===== config.mk =====
export PLATFORM = sky130hd
export DESIGN_NAME = pipe_stage_elastic
export DESIGN_NICKNAME = d
export VERILOG_FILES = /design/src/rtl/pipe_pkg.sv /design/src/rtl/pipe_skid_buf.sv /design/src/rtl/pipe_stage_elastic.sv
export SDC_FILE = /design/constraint.sdc
export NUM_CORES = 1
export LEC_CHECK = 0
export ABC_AREA = 0
export BUFFER_PORTS_ARGS = -buffer_cell sky130_fd_sc_hd__buf_2
export CAP_MARGIN = 10
export CORE_MARGIN = 3
export CORE_UTILIZATION = 45
export CTS_BUF_LIST = sky130_fd_sc_hd__clkbuf_4 sky130_fd_sc_hd__clkbuf_8
export DETAILED_ROUTE_END_ITERATION = 12
export PLACE_DENSITY = 0.78
export SLEW_MARGIN = 30
export SYNTH_ARGS = -nofsm -noshare
export SYNTH_HDL_FRONTEND = slang
export SYNTH_HIERARCHICAL = 1
export SYNTH_SLANG_ARGS = --single-unit

===== constraint.sdc =====
create_clock -name clk -period 5 [get_ports clk]
set_input_delay 1.5 -clock clk [delete_from_list [all_inputs] [get_ports clk]]
set_output_delay 1.5 -clock clk [all_outputs]
set_load 0.01 [all_outputs]

===== src/rtl/pipe_pkg.sv =====
`default_nettype none
// ============================================================================
// Module   : pipe_pkg
// Brief    : Shared pipeline types and constants (IF/ID payload layout, NOP).
// Revision : 1.0
// ============================================================================
package pipe_pkg;

    localparam logic [31:0] NOP_INSTR = 32'h0000_0013;

    typedef struct packed {
        logic [31:0] instr;
        logic [31:0] pc;
        logic [31:0] pc_plus4;
    } if_id_t;

    localparam int IF_ID_W = $bits(if_id_t);

endpackage
`default_nettype wire


===== src/rtl/pipe_skid_buf.sv =====
`default_nettype none
// ============================================================================
// Module   : pipe_skid_buf
// Brief    : Single skid entry plus source mux feeding the main stage register.
// Revision : 1.0
// ============================================================================
module pipe_skid_buf #(
    parameter int               WIDTH  = 96,
    parameter logic [WIDTH-1:0] BUBBLE = '0
) (
    input  logic             clk,
    input  logic             rst_n,
    input  logic             flush,
    input  logic             load,
    input  logic             drain,
    input  logic [WIDTH-1:0] in_data,
    output logic             skid_valid,
    output logic [WIDTH-1:0] skid_data,
    output logic [WIDTH-1:0] next_data
);

    logic             r_valid;
    logic [WIDTH-1:0] r_data;

    // load and drain are exclusive: load needs a blocked main entry, drain a free one
    always_ff @(posedge clk or negedge rst_n) begin
        if (!rst_n) begin
            r_valid <= 1'b0;
            r_data  <= BUBBLE;
        end else if (flush) begin
            r_valid <= 1'b0;
            r_data  <= BUBBLE;
        end else if (load) begin
            r_valid <= 1'b1;
            r_data  <= in_data;
        end else if (drain) begin
            r_valid <= 1'b0;
        end
    end

    assign skid_valid = r_valid;
    assign skid_data  = r_data;
    assign next_data  = r_valid ? r_data : in_data;

endmodule
`default_nettype wire


===== src/rtl/pipe_stage_elastic.sv =====
`default_nettype none
// ============================================================================
// Module   : pipe_stage_elastic
// Brief    : Elastic valid/ready pipeline register with flush, optional skid
//            entry and saturating stall-cycle counter.
// Revision : 1.0
// ============================================================================
module pipe_stage_elastic
    import pipe_pkg::*;
#(
    parameter int               WIDTH  = IF_ID_W,
    parameter logic [WIDTH-1:0] BUBBLE = '0,
    parameter int               SKID   = 1,
    parameter int               CNT_W  = 16
) (
    input  logic             clk,
    input  logic             rst_n,
    input  logic             in_valid,
    output logic             in_ready,
    input  logic [WIDTH-1:0] in_data,
    input  logic             stall,
    input  logic             flush,
    output logic             out_valid,
    input  logic             out_ready,
    output logic [WIDTH-1:0] out_data,
    output logic [1:0]       occupancy,
    output logic [CNT_W-1:0] stall_cnt
);

    localparam logic [CNT_W-1:0] c_cnt_max = '1;

    logic             r_out_valid;
    logic [WIDTH-1:0] r_out_data;
    logic [CNT_W-1:0] r_stall_cnt;

    logic             w_adv;
    logic             w_acc;
    logic             w_main_free;
    logic             w_fill;
    logic             w_in_ready;
    logic             w_skid_valid;
    logic [WIDTH-1:0] w_next_data;

    // flush overrides a stall, so a downstream handshake in that cycle still consumes
    assign w_adv       = r_out_valid & out_ready & (~stall | flush);
    assign w_acc       = in_valid & w_in_ready;
    assign w_main_free = ~r_out_valid | w_adv;
    assign w_fill      = w_skid_valid | w_acc;

    generate
        if (SKID != 0) begin : g_skid
            logic [WIDTH-1:0] w_skid_data;

            pipe_skid_buf #(
                .WIDTH  (WIDTH),
                .BUBBLE (BUBBLE)
            ) u_skid (
                .clk        (clk),
                .rst_n      (rst_n),
                .flush      (flush),
                .load       (w_acc & ~w_main_free),
                .drain      (w_skid_valid & w_main_free),
                .in_data    (in_data),
                .skid_valid (w_skid_valid),
                .skid_data  (w_skid_data),
                .next_data  (w_next_data)
            );

            assign w_in_ready = ~w_skid_valid;
        end else begin : g_no_skid
            assign w_skid_valid = 1'b0;
            assign w_next_data  = in_data;
            assign w_in_ready   = w_main_free;
        end
    endgenerate

    // out_data is rewritten to BUBBLE in the same update that clears out_valid
    always_ff @(posedge clk or negedge rst_n) begin
        if (!rst_n) begin
            r_out_valid <= 1'b0;
            r_out_data  <= BUBBLE;
        end else if (flush) begin
            r_out_valid <= 1'b0;
            r_out_data  <= BUBBLE;
        end else if (w_main_free) begin
            if (w_fill) begin
                r_out_valid <= 1'b1;
                r_out_data  <= w_next_data;
            end else begin
                r_out_valid <= 1'b0;
                r_out_data  <= BUBBLE;
            end
        end
    end

    always_ff @(posedge clk or negedge rst_n) begin
        if (!rst_n) begin
            r_stall_cnt <= '0;
        end else if (r_out_valid && !w_adv && (r_stall_cnt != c_cnt_max)) begin
            r_stall_cnt <= r_stall_cnt + 1'b1;
        end
    end

    assign in_ready  = w_in_ready;
    assign out_valid = r_out_valid;
    assign out_data  = r_out_data;
    assign occupancy = {1'b0, r_out_valid} + {1'b0, w_skid_valid};
    assign stall_cnt = r_stall_cnt;

endmodule
`default_nettype wire


[Word level (Yosys, flattened, before mapping)]
Index checks and enable logic that the tools add are counted.
Cells by class
  $add $sub $neg: 2
  multipliers: 0
  divide/modulo/power cells: 0
  magnitude comparators: 0
  equality and inequality tests: 1
  shifts and indexed selects: 0
  muxes and demuxes: 12
  bitwise operators: 12
  reduce and logical (&&, ||, !) cells: 6
Operators by type and width (count)
  $mux 96: 6
  $add 16x1->16 const B: 1
  $ne 16x16->1 const B: 1
  $mux 1: 6
  $and 1x1->1: 5
  $not 1->1: 4
  $reduce_bool 2->1: 2
  $or 1x1->1: 3
  $reduce_bool 3->1: 1
  $add 1x1->2: 1
  $logic_and 1x1->1: 2
  $logic_not 1->1: 1
Word-level totals
  register bits: 210
  bits in latches: 0
  bits in writable memories: 0
  bits in read-only memories: 0
  input bits: 102
  output and inout port bits: 116
  word-level logic and storage cells: 38
  memories: 0

[Depth between registers and ports, before layout]
  depth in word-level cells: 8
  mapped depth: 8
  gate-level depth less buffers: 5

[By module]
Netlist, hierarchy kept.
Modules (own cells, without submodules)
  pipe_skid_buf: instances 1, cells each 421, area an instance 5200.0 µm², seq. area each 2427.3 µm²
  pipe_stage_elastic: instances 1, cells each 295, area an instance 4241.6 µm², seq. area each 2827.7 µm²

[Worst setup path after synthesis]
Ideal clock, no wire load.
  kind: input port to flip-flop
  start point: input flush
  end point: register g_skid.u_skid.r_data[70], in the netlist g_skid.u_skid/skid_data[70]
  setup time: 0.132 ns
  arrival time: 2.766 ns
  required time: 4.868 ns
  setup slack: 2.102 ns
  cell stages on the path: 8
  path buffers: 3
  cell sequence: nand2b_4 > a21oi_1 > and3_1 > buf_4 > buf_6 > buf_8 > mux2i_1 > nor2_1
On the way
  word-level cells in the longest chain between the ends: 6
  elaborated cells on any way between the ends: 7
  classes of those cells: mux: 1; bitwise: 5; reduce/logical: 1
Ends and longest elaborated chain
  start, declared: line pipe_stage_elastic.sv:22  | input logic flush,
  $or 1x1->1: line pipe_stage_elastic.sv:45  | assign w_adv = r_out_valid & out_ready & (~stall | flush);
  $and 1x1->1: line pipe_stage_elastic.sv:45
  $or 1x1->1: line pipe_stage_elastic.sv:47  | assign w_main_free = ~r_out_valid | w_adv;
  $not 1->1: line pipe_stage_elastic.sv:61  | .load (w_acc & ~w_main_free),
  $and 1x1->1: line pipe_stage_elastic.sv:61
  $reduce_bool 2->1 (no line)
  end signal, assigned: line pipe_skid_buf.sv:35  | r_data <= in_data;
  end, declared: line pipe_skid_buf.sv:23  | logic [WIDTH-1:0] r_data;
Several ways; a longest one is shown, not always the timed one.
A chain may end at the register's enable or synchronous reset.

[Final worst setup path]
  start point: register g_skid.u_skid.r_valid, in the netlist g_skid.u_skid/skid_valid
  end point: output occupancy[0]
On the way
  word-level cells in the longest chain between the ends: 1
Ends and longest elaborated chain
  start, declared: line pipe_skid_buf.sv:22  | logic r_valid;
  start signal, assigned: line pipe_skid_buf.sv:28  | r_valid <= 1'b0;
  start signal, assigned: line pipe_skid_buf.sv:31  | r_valid <= 1'b0;
  start signal, assigned: line pipe_skid_buf.sv:34  | r_valid <= 1'b1;
  $add 1x1->2: line pipe_stage_elastic.sv:107  | assign occupancy = {1'b0, r_out_valid} + {1'b0, w_skid_valid};
  end, declared: line pipe_stage_elastic.sv:26  | output logic [1:0] occupancy,
No other way between the ends.

==> run_summary.xml <==
<?xml version="1.0" encoding="UTF-8"?>
<metrics>
  <group name="floorplanning">
    <metric name="start_util" unit="%">46.22</metric>
    <metric name="top_level_ports" unit="">218</metric>
    <metric name="fp-row-count" unit="">52</metric>
    <metric name="dieArea" unit="µm²">22760</metric>
    <metric name="die_y" unit="µm">150.9</metric>
    <metric name="dieWidth" unit="µm">150.9</metric>
    <metric name="core" unit="µm²">20430</metric>
  </group>
  <group name="sta">
    <metric name="timing.final.hold_violations" unit="">0</metric>
    <metric name="skew" unit="ns">0.01218</metric>
    <metric name="final-setup-viol-count" unit="">0</metric>
    <metric name="grt_setup_unrepaired" unit="">false</metric>
    <metric name="post-route-period-util" unit="%">67.27</metric>
    <metric name="slew_headroom" unit="%">41.01</metric>
    <metric name="totalNegativeSetupSlack" unit="ns">0</metric>
    <metric name="worst-slew-pin-transition" unit="ns">0.8848</metric>
    <metric name="worst_hold_slack" unit="ns">0.4947</metric>
    <metric name="timing_max_transition_violations_final" unit="">0</metric>
    <metric name="min_period" unit="ns">3.363</metric>
    <metric name="clock.fmax" unit="MHz">297.3</metric>
  </group>
  <group name="final_layout">
    <metric name="post_layout_nets" unit="">1033</metric>
    <metric name="n_fill_cell" unit="">1707</metric>
    <metric name="most_frequent_standard_cell_in_the_layout_excluding_fill_and_tap_cells" unit="">sky130_fd_sc_hd__buf_2</metric>
    <metric name="insertedDiodeCount" unit="">0</metric>
    <metric name="stdcell_count" unit="">1222</metric>
    <metric name="final_util" unit="%">56.08</metric>
    <metric name="post_route_cells_drive_above_1_share" unit="%">41.70</metric>
    <metric name="most-common-layout-cells" unit="">sky130_fd_sc_hd__buf_2 (215), sky130_fd_sc_hd__dfrtp_1 (209), sky130_fd_sc_hd__nor2_1 (100)</metric>
    <metric name="syn_to_final_growth" unit="%">21.35</metric>
  </group>
  <group name="cts">
    <metric name="root_buffer" unit="">sky130_fd_sc_hd__clkbuf_8</metric>
    <metric name="cts_resized" unit="">0</metric>
    <metric name="clkSlewWorstSetupHoldPaths" unit="ns">0.06</metric>
    <metric name="clock_path_buffers" unit="">3</metric>
    <metric name="htreeDepth" unit="">2</metric>
    <metric name="cts.sinks" unit="">210</metric>
    <metric name="worstSkewPairLatency" unit="ns">0.51</metric>
    <metric name="cts_buffers" unit="">37</metric>
    <metric name="post_cts_buffers" unit="">0</metric>
    <metric name="postCtsHoldBufs" unit="">0</metric>
    <metric name="cts_tree" unit="">built</metric>
  </group>
  <group name="logic_synthesis">
    <metric name="netlist_area" unit="µm²">9442</metric>
    <metric name="synth_area_leaders" unit="">sky130_fd_sc_hd__dfrtp_1 (56%), sky130_fd_sc_hd__mux2i_1 (10%), sky130_fd_sc_hd__a22o_1 (8.9%)</metric>
    <metric name="synthesis.yosys.warnings" unit="">6</metric>
    <metric name="yosys.area.top_type_share" unit="%">55.66</metric>
    <metric name="synth.distinct_cells" unit="">36</metric>
    <metric name="synth_top_cell_by_area" unit="">sky130_fd_sc_hd__dfrtp_1</metric>
    <metric name="post_synth_inst_count" unit="">716</metric>
    <metric name="avgSynthCellArea" unit="µm²">13.19</metric>
    <metric name="synth-edff-count" unit="">0</metric>
    <metric name="synth-main-ff-cell" unit="">sky130_fd_sc_hd__dfrtp_1</metric>
    <metric name="synth_seq_area_share" unit="%">55.66</metric>
    <metric name="synth-async-reset-ratio" unit="%">100.0</metric>
    <metric name="yosys_register_bits" unit="">210</metric>
    <metric name="synth_nets" unit="">820</metric>
  </group>
  <group name="global_routing">
    <metric name="antenna_found_initial" unit="">2</metric>
    <metric name="grt_pass1_vias" unit="">6734</metric>
    <metric name="grt_start_max_net_pins" unit="">119</metric>
    <metric name="groute.usage.overall" unit="%">18.75</metric>
    <metric name="gr-total-overflow" unit="">0</metric>
    <metric name="grt_first_pass_wirelength" unit="µm">34610</metric>
  </group>
  <group name="critical_path">
    <metric name="path_class" unit="">flop to output pin</metric>
    <metric name="cp-start-kind" unit="">flop</metric>
    <metric name="worstPathArrival" unit="ns">1.86</metric>
    <metric name="worst-endpoint-required" unit="ns">3.50</metric>
    <metric name="timing.critical_path.to_type" unit="">output pin</metric>
    <metric name="critical_path_peak_fanout" unit="">38</metric>
    <metric name="worst-r2r-cell-count" unit="">5</metric>
  </group>
  <group name="route">
    <metric name="detail_route.wl_per_cell" unit="µm">17.63</metric>
    <metric name="post-route-drc-count" unit="">0</metric>
    <metric name="drt_iter0_drc" unit="">235</metric>
    <metric name="detail_route.vias_per_cell" unit="">5.291</metric>
    <metric name="route.vias.total" unit="">6466</metric>
    <metric name="first_pass_iters" unit="">4</metric>
    <metric name="antenna_viol_nets_final" unit="">0</metric>
    <metric name="postRouteWirelength" unit="µm">21540</metric>
  </group>
  <group name="place">
    <metric name="number_of_port_buffers" unit="">217</metric>
    <metric name="globalplace.congestion" unit="">0.7879</metric>
    <metric name="hpwl" unit="µm">13190</metric>
    <metric name="placedCellCount" unit="">1159</metric>
  </group>
  <group name="min_path">
    <metric name="hold-path-cell-count" unit="">1</metric>
    <metric name="hold_path.class" unit="">flop to flop</metric>
  </group>
  <group name="status">
    <metric name="run_status" unit="">finished clean</metric>
  </group>
  <group name="pwr">
    <metric name="max-vdd-ir-drop" unit="µV">188.7</metric>
    <metric name="total_leakage_power" unit="nW">5.668</metric>
    <metric name="cellPowerDensity" unit="nW/µm²">345.4</metric>
    <metric name="power" unit="mW">3.957</metric>
  </group>
  <group name="run">
    <metric name="max_cap_violations" unit="">0</metric>
  </group>
</metrics>
[kinds of logic after synthesis]
group                    synth area share (%)
AO/OA/AOI/OAI                           10.30
XOR/XNOR                               0.8349
adder cells (fa/ha/maj)                0.2650
buffers and inverters                   3.816
flip-flops                              55.66
multiplexers                            23.30
AND/OR/NAND/NOR                         5.831
[per-layer routing]
metal  GRT usage, %  share of wire (%)
met1          25.42                 44
met2          29.96                 48
met3          4.548                5.4
met4          5.893                2.0
met5              0               0.15
[metrics by stage]
step | worst slack, ns | instance area, µm²
3_3_place_gp | 1.353 | 10650
5_1_grt | 1.527 | 11460
2_1_floorplan | 2.102 | 9442
6_report | 1.637 | 11460
4_1_cts | 1.577 | 11430
3_5_place_dp | 1.292 | 10680
[layout make-up]
type                    count  area (µm²)  area share, %
clock buffers              60       732.0          6.389
clock inverters             2       12.51         0.1092
inverters                   3       11.26        0.09829
multi-input cells         449        3842          33.54
flip-flops and latches    210        5259          45.90
well taps                 270       337.8          2.949
repair buffers            228        1262          11.02
[report_power, final]
part	switching (mW)	internal, mW	total (mW)
registers	0.0803	1.79	1.87
logic	0.265	0.241	0.506
clock network	0.660	0.918	1.58
total	1.00	2.95	3.96
[sequential cells by signal, indices dropped and copies added, names as in the netlist]
register and count:
out_data 96, g_skid.u_skid/skid_valid 1, stall_cnt 16, g_skid.u_skid/skid_data 96
out_valid 1
[synth_stat cells, drive strengths merged, types with 2 or more instances]
cell type / number
a21oi: 7
a22o: 96
a31oi: 3
and3: 3
buf: 37
clkbuf: 17
dfrtp: 210
ha: 2
inv: 3
mux2: 100
mux2i: 96
nand2: 4
nand2b: 2
nand3: 9
nand4: 5
nor2: 101
xnor2: 7
xor2: 2
[worst max-delay path: stages, from the launching register on]
cell                      delay (ns)
sky130_fd_sc_hd__dfrtp_4        0.87
sky130_fd_sc_hd__ha_1           0.35
sky130_fd_sc_hd__buf_2          0.14
[final timing paths]
check	from	to	slack [ns]
min	out_data[29]	out_data[29]	0.49
max reg2reg	g_skid.u_skid/skid_valid	out_data[3]	2.04
max in group asynchronous	rst_n	g_skid.u_skid/skid_data[3]	3.07
min in group asynchronous	rst_n	out_data[42]	0.87
max	g_skid.u_skid/skid_valid	occupancy[0]	1.64
min reg2reg	out_data[29]	out_data[29]	0.49
No activity file was read; power rests on OpenSTA's default activity.
